--- config.mk ---
export PLATFORM = sky130hd
export DESIGN_NAME = uart_tx_fifo_cfg
export DESIGN_NICKNAME = d
export VERILOG_FILES = /design/src/rtl/uart_pkg.sv /design/src/rtl/uart_sync_fifo.sv /design/src/rtl/uart_tx_fifo_cfg.sv
export SDC_FILE = /design/constraint.sdc
export NUM_CORES = 1
export LEC_CHECK = 0
export BUFFER_PORTS_ARGS = -buffer_cell sky130_fd_sc_hd__buf_2
export CAP_MARGIN = 20
export CORE_ASPECT_RATIO = 1.2
export CORE_MARGIN = 1
export CORE_UTILIZATION = 45
export CTS_CLUSTER_DIAMETER = 200
export DETAILED_ROUTE_END_ITERATION = 12
export GPL_TIMING_DRIVEN = 0
export HOLD_SLACK_MARGIN = 0.12
export SKIP_LAST_GASP = 1
export SLEW_MARGIN = 20
export SYNTH_ARGS = -nofsm -noshare
export SYNTH_HDL_FRONTEND = slang
export SYNTH_SLANG_ARGS = --single-unit
--- constraint.sdc ---
create_clock -name clk -period 8.9 [get_ports clk]
set_input_delay 0.445 -clock clk [delete_from_list [all_inputs] [get_ports clk]]
set_output_delay 0.445 -clock clk [all_outputs]
set_load 0.01 [all_outputs]
--- src/rtl/uart_pkg.sv ---
// Shared types and helpers for the UART transmitter and the planned receiver.
package uart_pkg;

    typedef enum logic [2:0] {
        ST_IDLE,
        ST_START,
        ST_DATA,
        ST_PARITY,
        ST_STOP
    } tx_state_e;

    localparam logic PARITY_EVEN = 1'b0;
    localparam logic PARITY_ODD  = 1'b1;

    // Serial frame length in system clocks for a given frame format.
    function automatic int unsigned frame_len(input int unsigned clks_per_bit,
                                              input int unsigned data_bits,
                                              input logic        parity_en,
                                              input logic        two_stop);
        return (32'd1 + data_bits + 32'(parity_en) + (two_stop ? 32'd2 : 32'd1)) * clks_per_bit;
    endfunction

endpackage

--- src/rtl/uart_sync_fifo.sv ---
// Single-clock show-ahead FIFO with registered full/empty/count flags.
module uart_sync_fifo #(
    parameter int unsigned DEPTH = 4,
    parameter int unsigned WIDTH = 8
) (
    input  logic                       clk,
    input  logic                       rst,
    input  logic                       push,
    input  logic                       pop,
    input  logic [WIDTH-1:0]           wdata,
    output logic [WIDTH-1:0]           rdata_c,
    output logic                       full,
    output logic                       empty,
    output logic [$clog2(DEPTH):0]     count
);

    localparam int unsigned AW = $clog2(DEPTH);
    localparam int unsigned CW = AW + 1;

    logic [WIDTH-1:0] mem [DEPTH];
    logic [AW-1:0]    wr_ptr;
    logic [AW-1:0]    rd_ptr;
    logic [CW-1:0]    count_d;
    logic             push_ok;
    logic             pop_ok;

    assign push_ok = push && !full;
    assign pop_ok  = pop && !empty;
    assign rdata_c = mem[rd_ptr];

    always_comb begin
        count_d = count;
        case ({push_ok, pop_ok})
            2'b10:   count_d = count + CW'(1);
            2'b01:   count_d = count - CW'(1);
            default: count_d = count;
        endcase
    end

    // Storage is not reset; only pointers and occupancy define valid contents.
    always_ff @(posedge clk) begin
        if (push_ok) begin
            mem[wr_ptr] <= wdata;
        end
    end

    always_ff @(posedge clk or negedge rst) begin
        if (!rst) begin
            wr_ptr <= '0;
            rd_ptr <= '0;
            count  <= '0;
            full   <= 1'b0;
            empty  <= 1'b1;
        end else begin
            if (push_ok) wr_ptr <= wr_ptr + AW'(1);
            if (pop_ok)  rd_ptr <= rd_ptr + AW'(1);
            count <= count_d;
            full  <= (count_d == CW'(DEPTH));
            empty <= (count_d == CW'(0));
        end
    end

endmodule

--- src/rtl/uart_tx_fifo_cfg.sv ---
// UART transmitter with input FIFO, internal baud divider and run-time frame format.
module uart_tx_fifo_cfg
    import uart_pkg::*;
#(
    parameter int unsigned CLKS_PER_BIT = 868,
    parameter int unsigned DATA_BITS    = 8,
    parameter int unsigned FIFO_DEPTH   = 4
) (
    input  logic                          clk,
    input  logic                          rst,
    input  logic [DATA_BITS-1:0]          s_data,
    input  logic                          s_valid,
    output logic                          s_ready,
    input  logic                          parity_en,
    input  logic                          parity_odd,
    input  logic                          two_stop,
    output logic                          tx,
    output logic                          busy,
    output logic [$clog2(FIFO_DEPTH):0]   fifo_count
);

    localparam int unsigned BW = $clog2(CLKS_PER_BIT);
    localparam int unsigned IW = $clog2(DATA_BITS + 1);

    tx_state_e            state_q, state_d;
    logic [BW-1:0]        baud_q, baud_d;
    logic [IW-1:0]        idx_q, idx_d;
    logic [DATA_BITS-1:0] shift_q, shift_d;
    logic                 pen_q, pen_d;
    logic                 pbit_q, pbit_d;
    logic                 two_q, two_d;
    logic                 tx_d;
    logic                 start_frame;
    logic                 frame_end_c;
    logic                 baud_done;
    logic                 fifo_full;
    logic                 fifo_empty;
    logic [DATA_BITS-1:0] fifo_rdata;
    int unsigned          frame_cnt_q;

    uart_sync_fifo #(
        .DEPTH (FIFO_DEPTH),
        .WIDTH (DATA_BITS)
    ) u_fifo (
        .clk     (clk),
        .rst     (rst),
        .push    (s_valid),
        .pop     (start_frame),
        .wdata   (s_data),
        .rdata_c (fifo_rdata),
        .full    (fifo_full),
        .empty   (fifo_empty),
        .count   (fifo_count)
    );

    assign s_ready   = !fifo_full;
    assign baud_done = (baud_q == BW'(CLKS_PER_BIT - 1));

    // Next-state, datapath and line-level decode; a pop loads the next frame.
    always_comb begin
        state_d     = state_q;
        baud_d      = baud_q;
        idx_d       = idx_q;
        shift_d     = shift_q;
        pen_d       = pen_q;
        pbit_d      = pbit_q;
        two_d       = two_q;
        tx_d        = 1'b1;
        start_frame = 1'b0;
        frame_end_c = 1'b0;
        case (state_q)
            ST_IDLE: begin
                baud_d      = '0;
                idx_d       = '0;
                start_frame = !fifo_empty;
            end
            ST_START: begin
                tx_d = 1'b0;
                if (baud_done) begin
                    state_d = ST_DATA;
                    baud_d  = '0;
                    idx_d   = '0;
                end else begin
                    baud_d = baud_q + BW'(1);
                end
            end
            ST_DATA: begin
                tx_d = shift_q[0];
                if (baud_done) begin
                    baud_d  = '0;
                    shift_d = shift_q >> 1;
                    if (idx_q == IW'(DATA_BITS - 1)) begin
                        idx_d   = '0;
                        state_d = pen_q ? ST_PARITY : ST_STOP;
                    end else begin
                        idx_d = idx_q + IW'(1);
                    end
                end else begin
                    baud_d = baud_q + BW'(1);
                end
            end
            ST_PARITY: begin
                tx_d = pbit_q;
                if (baud_done) begin
                    state_d = ST_STOP;
                    baud_d  = '0;
                end else begin
                    baud_d = baud_q + BW'(1);
                end
            end
            ST_STOP: begin
                if (baud_done) begin
                    baud_d = '0;
                    if (two_q && idx_q == IW'(0)) begin
                        idx_d = IW'(1);
                    end else begin
                        idx_d       = '0;
                        frame_end_c = 1'b1;
                        state_d     = ST_IDLE;
                        start_frame = !fifo_empty;
                    end
                end else begin
                    baud_d = baud_q + BW'(1);
                end
            end
            default: state_d = ST_IDLE;
        endcase
        if (start_frame) begin
            state_d = ST_START;
            baud_d  = '0;
            idx_d   = '0;
            shift_d = fifo_rdata;
            pen_d   = parity_en;
            pbit_d  = (^fifo_rdata) ^ parity_odd;
            two_d   = two_stop;
        end
    end

    always_ff @(posedge clk or negedge rst) begin
        if (!rst) begin
            state_q <= ST_IDLE;
            baud_q  <= '0;
            idx_q   <= '0;
            shift_q <= '0;
            pen_q   <= 1'b0;
            pbit_q  <= 1'b0;
            two_q   <= 1'b0;
            tx      <= 1'b1;
            busy    <= 1'b0;
        end else begin
            state_q <= state_d;
            baud_q  <= baud_d;
            idx_q   <= idx_d;
            shift_q <= shift_d;
            pen_q   <= pen_d;
            pbit_q  <= pbit_d;
            two_q   <= two_d;
            tx      <= tx_d;
            busy    <= (state_q != ST_IDLE);
        end
    end

    // Frame-length tracker feeding the exact-timing assertion below.
    always_ff @(posedge clk or negedge rst) begin
        if (!rst) begin
            frame_cnt_q <= '0;
        end else if (start_frame) begin
            frame_cnt_q <= '0;
        end else if (state_q != ST_IDLE) begin
            frame_cnt_q <= frame_cnt_q + 32'd1;
        end
    end

    always_ff @(posedge clk) begin
        if (rst && frame_end_c) begin
            assert (frame_cnt_q == frame_len(CLKS_PER_BIT, DATA_BITS, pen_q, two_q) - 32'd1);
        end
    end

endmodule
==> flow_summary_export.csv <==
group,metric,value,unit
yosys,synth.top_cell.area_share,28.9,%
timing,setup_slack,5.56,ns
floorplan,die_area,7730,um2
grt,grt_usage,16.8,%
yosys,synth.area.top_cells,"edfxtp_1 29%, dfrtp_1 28%, mux4_1 3.2%",
worst_setup_path,timing_worst_setup_path_type,"reg2reg",
place,pre_cts_ws,5.55,ns
final_layout,diodes,0,
worst_hold_path,worstHoldPathType,"in2async",
floorplan,rows,33,
routing,postRouteWirelength,5680,um
final_layout,nets,310,
run_status,status,"complete, no violations",
timing,setup_tns,0,ns
timing,worst_pin_slew,0.856,ns
worst_setup_path,crit_fanout,10,
place,dp.final_hpwl,3960,um
power_and_ir_drop,p_leak,1.55,nW
cts,htree_levels,3,
yosys,synthFlopType,"dfrtp_1",
place,gp_congestion,0.759,
yosys,synth-seq-area-share,58.4,%
worst_setup_path,cp_num_buf_inv,1,
final_layout,finish.utilization,54.0,%
yosys,synth_cells,257,
grt,grt_max_degree,40,
place,io_buffers,19,
worst_setup_path,crit_chain,"ha_1 -> nor4b_4 -> nand4_1 -> a2111oi_4 -> buf_4 -> ha_1 -> fa_1 -> mux2_2 -> or2_2 -> nor2_1",
cts,clk_path_buf_depth,2,
routing,drc_errors,0,
grt,grt_first_pass_wirelength,9560,um
grt,antenna_found_initial,0,
worst_setup_path,worst_path_largest_cell_delay,0.58,ns
worst_setup_path,critPathTopFamily,"simple AND/OR/NAND/NOR gates",
cts,root_buffer,"clkbuf_8",
routing,drt-vias-per-instance,5.25,
yosys,netlist_area,3320,um2
floorplan,start_util,47.6,%
timing,skew,0.00975,ns
floorplan,pin_count,20,
floorplan,dieWidth,80.4,um
cts,cts_setup_buffers,0,
power_and_ir_drop,p_per_area,306,nW/um2
routing,drtIter0Drc,75,
grt,grt_overflow_total,0,
timing,relSlewSlack,43.0,%
timing,clock.fmax,299,MHz
cts,path_clk_slew,0.08,ns
routing,wire_per_inst,15.0,um
power_and_ir_drop,peakVddDrop,175,uV
cts,hold_buffers,0,
cts,clock-sinks,71,
cts,cts_tree,"done",
worst_setup_path,cp.arrival,3.62,ns
yosys,ys_seq_elements,71,
timing,grt_setup_unrepaired,"no",
timing,hold_violations,0,
grt,grt_pass1_vias,2017,
place,dp.cells,363,
worst_setup_path,cp_slowest_cell,"a2111oi_4",
final_layout,syn_to_final_growth,13.5,%
yosys,synth_edf_count,32,
yosys,syn_nets,280,
yosys,synthArstFlopShare,54.9,%
cts,cts-resized-gates,0,
timing,hold_slack,0.198,ns
routing,ant_nets,0,
yosys,ys_types,49,
yosys,yosys_warnings,0,
job,maxCapViolCount,0,
worst_setup_path,required,9.18,ns
final_layout,drive_gt1_share,19.5,%
timing,post-route-period-util,37.5,%
timing,fin_crit,3.34,ns
timing,maxSlewViolCount,0,
cts,cts_inserted_buffers,9,
yosys,synth.avg_cell_area,12.9,um2
worst_setup_path,startpoint_type,"flip-flop",
timing,setup_viol,0,
final_layout,final_cells,379,
worst_setup_path,crit_path_frequent_cell,"ha_1",
floorplan,core_area,6980,um2
routing,drt-pass1-iter-count,4,
worst_setup_path,crit_path_end_kind,"flip-flop",
cts,clk_latency,0.35,ns
routing,num_vias,1988,
floorplan,die_y,96.1,um
yosys,synth_top_area_cell,"edfxtp_1",
power breakdown:
| group | switching (mW) | leakage [nW] | internal [mW] |
|---|---|---|---|
| logic | 0.173 | 0.651 | 0.188 |
| clock network | 0.126 | 0.120 | 0.187 |
| registers | 0.0473 | 0.778 | 0.434 |
| total | 0.346 | 1.55 | 0.809 |
cell usage after synthesis (all sizes together) (8+ instances only):
cell     n
dfrtp   37
nand2   26
edfxtp  32
inv      9
o21ai   20
xnor2   10
mux4     8
ha       8
a21oi    8
nor2     8
logic make-up after synthesis:
| kind of cell | after synthesis | synth area share (%) |
|---|---|---|
| simple gates | 81 | 13.3 |
| xor+xnor | 15 | 4.59 |
| buf+inv | 20 | 2.90 |
| mux | 19 | 9.34 |
| flops | 71 | 58.4 |
| compound gates | 42 | 7.91 |
| fa+ha+maj | 9 | 3.61 |
sequential cells by signal (all words and copies together) (netlist names), 2 cells and up:
name and cells:
baud_q 10, idx_q 4, shift_q 8, state_q 3, u_fifo.count 3, u_fifo.mem 32, u_fifo.rd_ptr 2, u_fifo.wr_ptr 2
cells in the final DEF (no fill, tap or decap), types with 3 or more instances in the layout:
master	netlist	final
ha_1	8	8
clkbuf_1	6	6
nor3_1	5	5
edfxtp_1	32	32
mux4_2	4	4
nand2b_1	3	3
nand4_1	4	4
o31ai_1	5	5
nand3_1	7	7
inv_1	9	9
o21ai_0	19	19
buf_2	1	20
clkbuf_8	0	9
mux4_1	4	4
nor2b_1	3	3
and3_1	5	5
xor2_1	4	4
xnor2_1	9	9
nor2_1	8	8
dfrtp_1	37	37
mux2_2	4	4
bufinv_16	0	3
nor3b_1	3	3
a21oi_1	8	8
or2_2	3	3
mux2i_1	7	7
nand2_1	26	26
and2_1	5	5
final timing paths:
kind | cells past startpoint | start | endpoint | slack, ns
setup / recovery | 10 | baud_q[0] | u_fifo.empty | 5.56
hold reg to reg | 1 | u_fifo.count[2] | u_fifo.count[2] | 0.50
setup reg to reg | 10 | baud_q[0] | u_fifo.empty | 5.56
hold / removal | 1 | rst | idx_q[2] | 0.20
max in group asynchronous | 1 | rst | u_fifo.rd_ptr[0] | 8.15
min in group clk | 1 | s_data[4] | u_fifo.mem[3][4] | 0.31
final cells by class:
class / instances / area [um2]
fill: 609 / 3210
sequential: 71 / 1940
multi-input combinational: 166 / 1290
clock buffer: 9 / 124
clock inverter: 7 / 120
tap: 87 / 109
timing repair buffer: 19 / 95.1
buffer: 11 / 62.6
inverter: 9 / 33.8
worst reg2reg max path, stage by stage, from the launching register on:
cell and delay, ns:
dfrtp_1 0.38, ha_1 0.23, nor4b_4 0.27, nand4_1 0.24
a2111oi_4 0.58, buf_4 0.26, ha_1 0.21, fa_1 0.42
mux2_2 0.27, or2_2 0.30, nor2_1 0.12
routing by layer:
metal / track usage [%] / routed length, um / part of all wire (%) / vias up
met2: 29.8 / 2930 / 52 / 24
met1: 19.7 / 2540 / 45 / 964
met4: 8.04 / 91 / 1.6 / 0
met3: 2.84 / 126 / 2.2 / 7
li1: - / - / - / 993
met5: 0 / 0 / 0 / -
metrics by stage:
stage | total power [mW] | cell area, um2
2_1_floorplan | 0.769 | 3320
3_3_place_gp | 0.851 | 3530
3_5_place_dp | 0.859 | 3530
4_1_cts | 1.17 | 3770
5_1_grt | 1.23 | 3770
6_report | 1.16 | 3770
Note: power is estimated with default switching activity, not from simulation.
